## src/rtl/mem_sched_pkg.sv

```systemverilog
// Shared types and helpers for the neuron/potential memory access scheduler.
package mem_sched_pkg;

  // Default neuron-array dimensions (timesteps x columns x rows).
  localparam int unsigned DEF_T_DIM = 2;
  localparam int unsigned DEF_X_DIM = 25;
  localparam int unsigned DEF_Y_DIM = 25;

  typedef enum logic [1:0] {
    IDLE,
    ISSUE,
    WAIT,
    RESP
  } sched_state_e;

  typedef enum logic {
    OP_READ,
    OP_WRITE
  } req_op_e;

  // Row-major linear address: timestep plane, then column, then row.
  function automatic int unsigned lin_addr(
    input int unsigned t,
    input int unsigned x,
    input int unsigned y,
    input int unsigned x_dim,
    input int unsigned y_dim
  );
    return t * x_dim * y_dim + x * y_dim + y;
  endfunction

endpackage

```

## src/rtl/rr_arbiter.sv

```systemverilog
// Combinational round-robin arbiter: first asserted request at or above ptr (mod NUM_REQ).
module rr_arbiter #(
  parameter int unsigned NUM_REQ = 4,
  parameter int unsigned IDX_W   = $clog2(NUM_REQ)
) (
  input  logic [NUM_REQ-1:0] req,
  input  logic [IDX_W-1:0]   ptr,
  output logic [NUM_REQ-1:0] gnt,
  output logic [IDX_W-1:0]   gnt_idx,
  output logic               gnt_valid
);

  // Rotating priority search starting at ptr; the first hit wins.
  always_comb begin
    int unsigned k;
    gnt       = '0;
    gnt_idx   = '0;
    gnt_valid = 1'b0;
    k         = 0;
    for (int unsigned i = 0; i < NUM_REQ; i++) begin
      k = (32'(ptr) + i) % NUM_REQ;
      if (!gnt_valid && req[IDX_W'(k)]) begin
        gnt_valid        = 1'b1;
        gnt_idx          = IDX_W'(k);
        gnt[IDX_W'(k)]   = 1'b1;
      end
    end
  end

endmodule

```

## src/rtl/mem_access_sched.sv

```systemverilog
// Round-robin scheduler sharing one single-port neuron memory among NUM_REQ requesters.
// One request is outstanding at a time; each in-range request makes exactly one memory access.
module mem_access_sched
  import mem_sched_pkg::*;
#(
  parameter int unsigned NUM_REQ = 4,
  parameter int unsigned DATA_W  = 32,
  parameter int unsigned T_W     = 2,
  parameter int unsigned X_W     = 5,
  parameter int unsigned Y_W     = 5,
  parameter int unsigned T_DIM   = DEF_T_DIM,
  parameter int unsigned X_DIM   = DEF_X_DIM,
  parameter int unsigned Y_DIM   = DEF_Y_DIM,
  parameter int unsigned RD_LAT  = 1,
  parameter int unsigned ADDR_W  = $clog2(T_DIM * X_DIM * Y_DIM)
) (
  input  logic                      clk,
  input  logic                      rst,
  input  logic [NUM_REQ-1:0]        req_valid,
  output logic [NUM_REQ-1:0]        req_ready,
  input  logic [NUM_REQ-1:0]        req_write,
  input  logic [NUM_REQ*T_W-1:0]    req_t,
  input  logic [NUM_REQ*X_W-1:0]    req_x,
  input  logic [NUM_REQ*Y_W-1:0]    req_y,
  input  logic [NUM_REQ*DATA_W-1:0] req_wdata,
  output logic [NUM_REQ-1:0]        rsp_valid,
  input  logic [NUM_REQ-1:0]        rsp_ready,
  output logic [DATA_W-1:0]         rsp_rdata,
  output logic                      rsp_err,
  output logic                      mem_en,
  output logic                      mem_we,
  output logic [ADDR_W-1:0]         mem_addr,
  output logic [DATA_W-1:0]         mem_wdata,
  input  logic [DATA_W-1:0]         mem_rdata
);

  localparam int unsigned IDX_W = $clog2(NUM_REQ);
  localparam int unsigned LAT_W = $clog2(RD_LAT + 1);

  sched_state_e        state_q, state_d;
  logic [IDX_W-1:0]    rr_ptr_q, rr_ptr_d;
  logic [IDX_W-1:0]    idx_q, idx_d;
  req_op_e             op_q, op_d;
  logic [ADDR_W-1:0]   addr_q, addr_d;
  logic [DATA_W-1:0]   wdata_q, wdata_d;
  logic                err_q, err_d;
  logic [LAT_W-1:0]    lat_cnt_q, lat_cnt_d;

  logic [NUM_REQ-1:0]  rsp_valid_q, rsp_valid_d;
  logic [DATA_W-1:0]   rsp_rdata_q, rsp_rdata_d;
  logic                rsp_err_q, rsp_err_d;
  logic                mem_en_q, mem_en_d;
  logic                mem_we_q, mem_we_d;
  logic [ADDR_W-1:0]   mem_addr_q, mem_addr_d;
  logic [DATA_W-1:0]   mem_wdata_q, mem_wdata_d;

  logic [NUM_REQ-1:0]  gnt;
  logic [IDX_W-1:0]    gnt_idx;
  logic                gnt_valid;
  logic                xfer;

  logic [T_W-1:0]      sel_t;
  logic [X_W-1:0]      sel_x;
  logic [Y_W-1:0]      sel_y;
  logic [DATA_W-1:0]   sel_wdata;
  logic                sel_in_range;
  logic [ADDR_W-1:0]   sel_addr;

  rr_arbiter #(
    .NUM_REQ (NUM_REQ),
    .IDX_W   (IDX_W)
  ) u_arb (
    .req       (req_valid),
    .ptr       (rr_ptr_q),
    .gnt       (gnt),
    .gnt_idx   (gnt_idx),
    .gnt_valid (gnt_valid)
  );

  // Grant is only offered while idle and out of reset; a grant in IDLE is a transfer.
  always_comb begin
    req_ready = '0;
    if (state_q == IDLE && !rst) begin
      req_ready = gnt;
    end
  end

  assign xfer = (state_q == IDLE) && gnt_valid;

  // Pick the granted requester's fields, range-check them and form the linear address.
  always_comb begin
    sel_t        = req_t[gnt_idx * T_W +: T_W];
    sel_x        = req_x[gnt_idx * X_W +: X_W];
    sel_y        = req_y[gnt_idx * Y_W +: Y_W];
    sel_wdata    = req_wdata[gnt_idx * DATA_W +: DATA_W];
    sel_in_range = (32'(sel_t) < T_DIM) && (32'(sel_x) < X_DIM) && (32'(sel_y) < Y_DIM);
    sel_addr     = ADDR_W'((ADDR_W + 2)'(lin_addr(32'(sel_t), 32'(sel_x), 32'(sel_y),
                                                  X_DIM, Y_DIM)));
  end

  // State register and all datapath/output flops.
  always_ff @(posedge clk) begin
    if (rst) begin
      state_q     <= IDLE;
      rr_ptr_q    <= '0;
      idx_q       <= '0;
      op_q        <= OP_READ;
      addr_q      <= '0;
      wdata_q     <= '0;
      err_q       <= 1'b0;
      lat_cnt_q   <= '0;
      rsp_valid_q <= '0;
      rsp_rdata_q <= '0;
      rsp_err_q   <= 1'b0;
      mem_en_q    <= 1'b0;
      mem_we_q    <= 1'b0;
      mem_addr_q  <= '0;
      mem_wdata_q <= '0;
    end else begin
      state_q     <= state_d;
      rr_ptr_q    <= rr_ptr_d;
      idx_q       <= idx_d;
      op_q        <= op_d;
      addr_q      <= addr_d;
      wdata_q     <= wdata_d;
      err_q       <= err_d;
      lat_cnt_q   <= lat_cnt_d;
      rsp_valid_q <= rsp_valid_d;
      rsp_rdata_q <= rsp_rdata_d;
      rsp_err_q   <= rsp_err_d;
      mem_en_q    <= mem_en_d;
      mem_we_q    <= mem_we_d;
      mem_addr_q  <= mem_addr_d;
      mem_wdata_q <= mem_wdata_d;
    end
  end

  // Next state: out-of-range requests skip the memory and answer immediately.
  always_comb begin
    state_d = state_q;
    case (state_q)
      IDLE:    if (gnt_valid) state_d = sel_in_range ? ISSUE : RESP;
      ISSUE:   state_d = (op_q == OP_WRITE) ? RESP : WAIT;
      WAIT:    if (lat_cnt_q == LAT_W'(1)) state_d = RESP;
      RESP:    if (rsp_ready[idx_q]) state_d = IDLE;
      default: state_d = IDLE;
    endcase
  end

  // Request latch, latency counter and registered memory/response outputs.
  always_comb begin
    rr_ptr_d    = rr_ptr_q;
    idx_d       = idx_q;
    op_d        = op_q;
    addr_d      = addr_q;
    wdata_d     = wdata_q;
    err_d       = err_q;
    lat_cnt_d   = lat_cnt_q;
    rsp_valid_d = '0;
    rsp_rdata_d = '0;
    rsp_err_d   = 1'b0;
    mem_en_d    = 1'b0;
    mem_we_d    = 1'b0;
    mem_addr_d  = mem_addr_q;
    mem_wdata_d = mem_wdata_q;

    if (xfer) begin
      idx_d    = gnt_idx;
      op_d     = req_write[gnt_idx] ? OP_WRITE : OP_READ;
      addr_d   = sel_addr;
      wdata_d  = sel_wdata;
      err_d    = !sel_in_range;
      rr_ptr_d = (gnt_idx == IDX_W'(NUM_REQ - 1)) ? '0 : gnt_idx + IDX_W'(1);
    end

    if (state_q == ISSUE) begin
      lat_cnt_d = LAT_W'(RD_LAT);
    end else if (state_q == WAIT) begin
      lat_cnt_d = lat_cnt_q - LAT_W'(1);
    end

    // The single memory strobe is raised for the cycle spent in ISSUE.
    if (state_d == ISSUE) begin
      mem_en_d   = 1'b1;
      mem_we_d   = (op_d == OP_WRITE);
      mem_addr_d = addr_d;
      if (op_d == OP_WRITE) begin
        mem_wdata_d = wdata_d;
      end
    end

    // Response is held stable for the whole RESP stay; read data is captured only from WAIT.
    if (state_d == RESP) begin
      rsp_valid_d[idx_d] = 1'b1;
      rsp_err_d          = err_d;
      if (state_q == WAIT) begin
        rsp_rdata_d = mem_rdata;
      end else if (state_q == RESP) begin
        rsp_rdata_d = rsp_rdata_q;
      end
    end
  end

  assign rsp_valid = rsp_valid_q;
  assign rsp_rdata = rsp_rdata_q;
  assign rsp_err   = rsp_err_q;
  assign mem_en    = mem_en_q;
  assign mem_we    = mem_we_q;
  assign mem_addr  = mem_addr_q;
  assign mem_wdata = mem_wdata_q;

endmodule
```

## config.mk

```make
export PLATFORM = sky130hd
export DESIGN_NAME = mem_access_sched
export DESIGN_NICKNAME = d
export VERILOG_FILES = /design/src/rtl/mem_sched_pkg.sv /design/src/rtl/rr_arbiter.sv /design/src/rtl/mem_access_sched.sv
export SDC_FILE = /design/constraint.sdc
export NUM_CORES = 1
export LEC_CHECK = 0
export CORE_MARGIN = 2
export CORE_UTILIZATION = 42
export DETAILED_ROUTE_END_ITERATION = 8
export PLACE_DENSITY = 0.78
export SLEW_MARGIN = 20
export SYNTH_ARGS = -nofsm -noshare
export SYNTH_HDL_FRONTEND = slang
export SYNTH_SLANG_ARGS = --single-unit
```

## constraint.sdc

```tcl
create_clock -name clk -period 8.1 [get_ports clk]
set_input_delay 1.215 -clock clk [delete_from_list [all_inputs] [get_ports clk]]
set_output_delay 1.215 -clock clk [all_outputs]
set_load 0.05 [all_outputs]
```

==> results.md <==
Floorplanning:
- The area of the placeable core is 20300 um^2.
- In this run the core area contains 52 standard-cell rows.
- From left edge to right edge, the die measures 148 um.
- The floorplan step defined a die boundary enclosing 21900 um^2.
- During I/O placement, the number of pins put on the boundary was 308.
- The vertical die dimension is 148 um.
- The initial cell density of the core is 0.429.

Worst setup path:
- The worst path arrival time is 7.87 ns.
- In this run the worst path has a maximum fanout of 13.
- The depth of the worst register-to-register path is 27.
- STA puts the critical path data required time at 8.41 ns.
- Across all register-to-register paths, the minimum setup slack is 0.72 ns.
- The type of element launching the critical path is an input port.
- The endpoint of the lowest-slack register-to-register path is mem_addr[10].
- In this run the critical register-to-register path is launched from rr_ptr_q[0].
- The worst setup path is of the in2reg kind.
- The endpoint kind of the worst setup timing path is a register.

Yosys:
- The number of standard cells after synthesis is 1064.
- The post-synthesis instance area is 8720 um^2.
- After synthesis, the share of cell area in mux cells is 0.107.
- Of the total synthesized cell area, the portion taken by AND, OR, NAND and NOR gates is 0.260.
- The mean cell area of the mapped netlist is 8.19 um^2.
- The largest total area in the synthesized netlist belongs to sky130_fd_sc_hd__dfxtp_1.
- Ranked by instance count, the synthesized netlist is headed by sky130_fd_sc_hd__nand2_1 (222), sky130_fd_sc_hd__dfxtp_1 (134), sky130_fd_sc_hd__nand3_1 (109), sky130_fd_sc_hd__a21oi_1 (68), sky130_fd_sc_hd__ha_1 (53).
- The share of synthesized area in the top cell type comes to 0.308.
- The number of nets in the synthesized netlist is 1355.
- By area, the combinational part of the netlist is dominated by simple AND/OR/NAND/NOR gates.
- Of all flip-flops after synthesis, the portion carrying an async set or reset was 0.
- Yosys attributes the largest share of cell area to sky130_fd_sc_hd__dfxtp_1 (31%), sky130_fd_sc_hd__nand2_1 (9.6%), sky130_fd_sc_hd__ha_1 (7.6%).
- The number of enable-type register cells in the synthesized netlist is 0.
- The adder-cell share of the synthesized area is 0.113.
- The most instantiated flip-flop cell in the synthesis netlist is sky130_fd_sc_hd__dfxtp_1.
- The fraction of the mapped netlist area in compound gates is 0.137.
- During synthesis, Yosys emitted a total of 0 warnings.
- The synthesized design contains 134 register bits.
- The number of distinct library cell variants in the gate-level netlist after synthesis is 66.
- The most instantiated library cell after synthesis is sky130_fd_sc_hd__nand2_1.
- For this run, the register share of the synthesized area comes to 0.308.
- The xor/xnor cell area share of the yosys netlist is 0.0100.

Timing:
- The summed negative setup slack over all endpoints is 0 ns.
- At the pin with the least slew margin, the transition time is 0.934 ns.
- The worst hold margin is 0.460 ns.
- The number of max-slew violations in the final report is 0.
- The final-report hold violation count is 0.
- The part of the cycle the worst path needs is 0.934.
- The minimum period implied by the final worst setup slack is 7.57 ns.
- The clock tree skew after final layout is 0.00927 ns.
- The count of endpoints failing setup in the final report is 0.
- Setup repair after global routing left no endpoint under its margin.
- The maximum clock rate is 132 MHz.
- The worst pin sits at a relative slew slack of 0.378.

CTS:
- The clock transition at the registers of the reported paths is 0.06 ns.
- The CTS tree is done.
- The clock latency on the worst-skew pair is 0.41 ns.
- The post-cts gate resize count is 0.
- The total number of clock tree sinks is 134.
- The cell at the root of the clock tree is sky130_fd_sc_hd__clkbuf_16.
- The H-tree was split into 4 levels.
- The longest clock path from root to sink contains 2 buffers.
- The post-CTS setup buffer count is 0.
- After clock tree synthesis, the flow added hold-fix buffers numbering 0.
- The TritonCTS buffer count is 17.

Outcome:
- The flow ran to the end, and the final reports show no timing, DRC or antenna violations.

Final layout:
- The count of filler cells inserted in the layout is 1781.
- Summing all flip-flop and latch instances after layout gives 2680 um^2.
- The area taken by multi-input logic gates is 5500 um^2.
- The share of cells above drive strength 1 is 0.106.
- The share of the core filled with cells is 0.618.
- The area growth from synthesis to layout is 43.9%.
- After routing the design area is 12500 um^2.
- The final layout contains 1624 nets.
- 0 antenna diodes ended up in the layout.

Global route:
- The first global-routing pass estimated 42400 um of wire.
- The number of global-route vias before repair is 8203.
- The total overflow left after global routing is 0.
- The global-route usage over all layers is 0.239.
- The initial antenna violation count is 0.
- Entering global routing, the biggest net connects 70 pins.

Drt:
- For this run, the detailed router's first-pass iteration total came to 6.
- The total number of vias is 8427.
- For this run, design rule violations remaining after detail routing come to 0.
- Once detail routing completed, the nets flagged for antenna violations numbered 0.
- Summed over all layers, the routed wires come to 27000 um.
- The violation count after the first detailed-route iteration is 509.
- The routed length per placed instance is 16.7 um.
- The via-per-instance ratio is 5.21.

Place:
- The count of buffers added on input and output ports is 307.
- The post-detailed-placement half-perimeter wirelength is 19800 um.
- In this run the cell area measured after placement is 11900 um^2.
- The routability-driven placement congestion ratio is 0.937.

Min path:
- The startpoint of the tightest hold check path is wdata_q[27].
- The number of stages on the worst hold path is 2.
- The class of the most critical hold timing path is reg2reg.
- The path with the worst hold slack has its endpoint at wdata_q[27].

Job:
- The tool flagged a number of max-cap violations equal to 0.
==> worst max path at each step <==
| stage | to | from | slack (ns) |
|---|---|---|---|
| after detailed placement | mem_addr[10] | req_valid[2] | 0.15 |
| after global routing | mem_addr[10] | req_valid[2] | 0.12 |
| final | mem_addr[10] | req_valid[2] | 0.53 |
| after CTS | mem_addr[10] | req_valid[2] | 0.57 |
| after global placement | mem_addr[10] | req_valid[2] | 0.27 |
| after floorplan | mem_addr[10] | req_valid[3] | 0.35 |
==> sequential cells by signal, summed over array words and instances (netlist names), 2 cells and up <==
signal / cells
addr_q: 11
idx_q: 2
mem_addr: 11
mem_wdata: 32
rr_ptr_q: 2
rsp_rdata: 32
rsp_valid: 4
state_q: 2
wdata_q: 32
==> critical path, stage by stage <==
cell and delay [ns]:
sky130_fd_sc_hd__clkdlybuf4s50_1 0.55, sky130_fd_sc_hd__mux4_2 0.68, sky130_fd_sc_hd__nand2b_1 0.22, sky130_fd_sc_hd__a21oi_1 0.37, sky130_fd_sc_hd__nor2_4 0.13, sky130_fd_sc_hd__inv_2 0.24, sky130_fd_sc_hd__nand2_1 0.08, sky130_fd_sc_hd__and3_1 0.18
sky130_fd_sc_hd__a31oi_1 0.20, sky130_fd_sc_hd__ha_1 0.27, sky130_fd_sc_hd__ha_1 0.29, sky130_fd_sc_hd__inv_1 0.07, sky130_fd_sc_hd__fa_1 0.44, sky130_fd_sc_hd__fa_1 0.55, sky130_fd_sc_hd__inv_1 0.06, sky130_fd_sc_hd__fa_1 0.47
sky130_fd_sc_hd__ha_1 0.35, sky130_fd_sc_hd__a21o_1 0.19, sky130_fd_sc_hd__a21oi_1 0.22, sky130_fd_sc_hd__o21bai_1 0.09, sky130_fd_sc_hd__a21oi_1 0.23, sky130_fd_sc_hd__o21bai_1 0.09, sky130_fd_sc_hd__a21oi_1 0.17, sky130_fd_sc_hd__xnor2_1 0.09
sky130_fd_sc_hd__a21o_1 0.18, sky130_fd_sc_hd__mux2_2 0.25
==> cell families after synthesis <==
family          after synthesis
compound gates              173
xor+xnor                     10
fa+ha+maj                    69
buf+inv                     131
flops                       134
mux                          67
simple gates                480
==> cell type report <==
type / instances / share of cell area
multi-input combinational: 799 / 0.438
timing repair buffer: 330 / 0.260
sequential: 134 / 0.214
clock buffer: 18 / 0.0350
tap: 270 / 0.0269
inverter: 51 / 0.0153
clock inverter: 14 / 0.0109
==> per-stage QoR <==
step           setup slack (ns)  cells
2_1_floorplan             0.345   1064
3_3_place_gp              0.266   1583
3_5_place_dp              0.149   1583
4_1_cts                   0.570   1615
5_1_grt                   0.122   1616
6_report                  0.532   1616
==> placed cells by master, fill, tap and decap left out, drive strengths merged, types with 7 or more instances in the layout <==
cell type / n
xnor2: 10
fa: 16
a31oi: 7
nand3: 109
nor3: 42
inv: 58
o21bai: 7
mux2: 51
buf: 24
clkdlybuf4s50: 306
nor2b: 47
ha: 53
a21oi: 69
a22oi: 33
nor2: 26
mux2i: 12
o21ai: 12
dfxtp: 134
clkbuf: 18
and2: 9
nand2: 222
==> metal layers <==
| layer | share of wire | GRT usage |
|---|---|---|
| met5 | 0 | 0 |
| met4 | 0.026 | 0.0762 |
| met3 | 0.063 | 0.0531 |
| met2 | 0.49 | 0.405 |
| met1 | 0.42 | 0.304 |
Power is not shown: default switching activity piles up to over one toggle a cycle in this logic, so the estimate is an artifact.
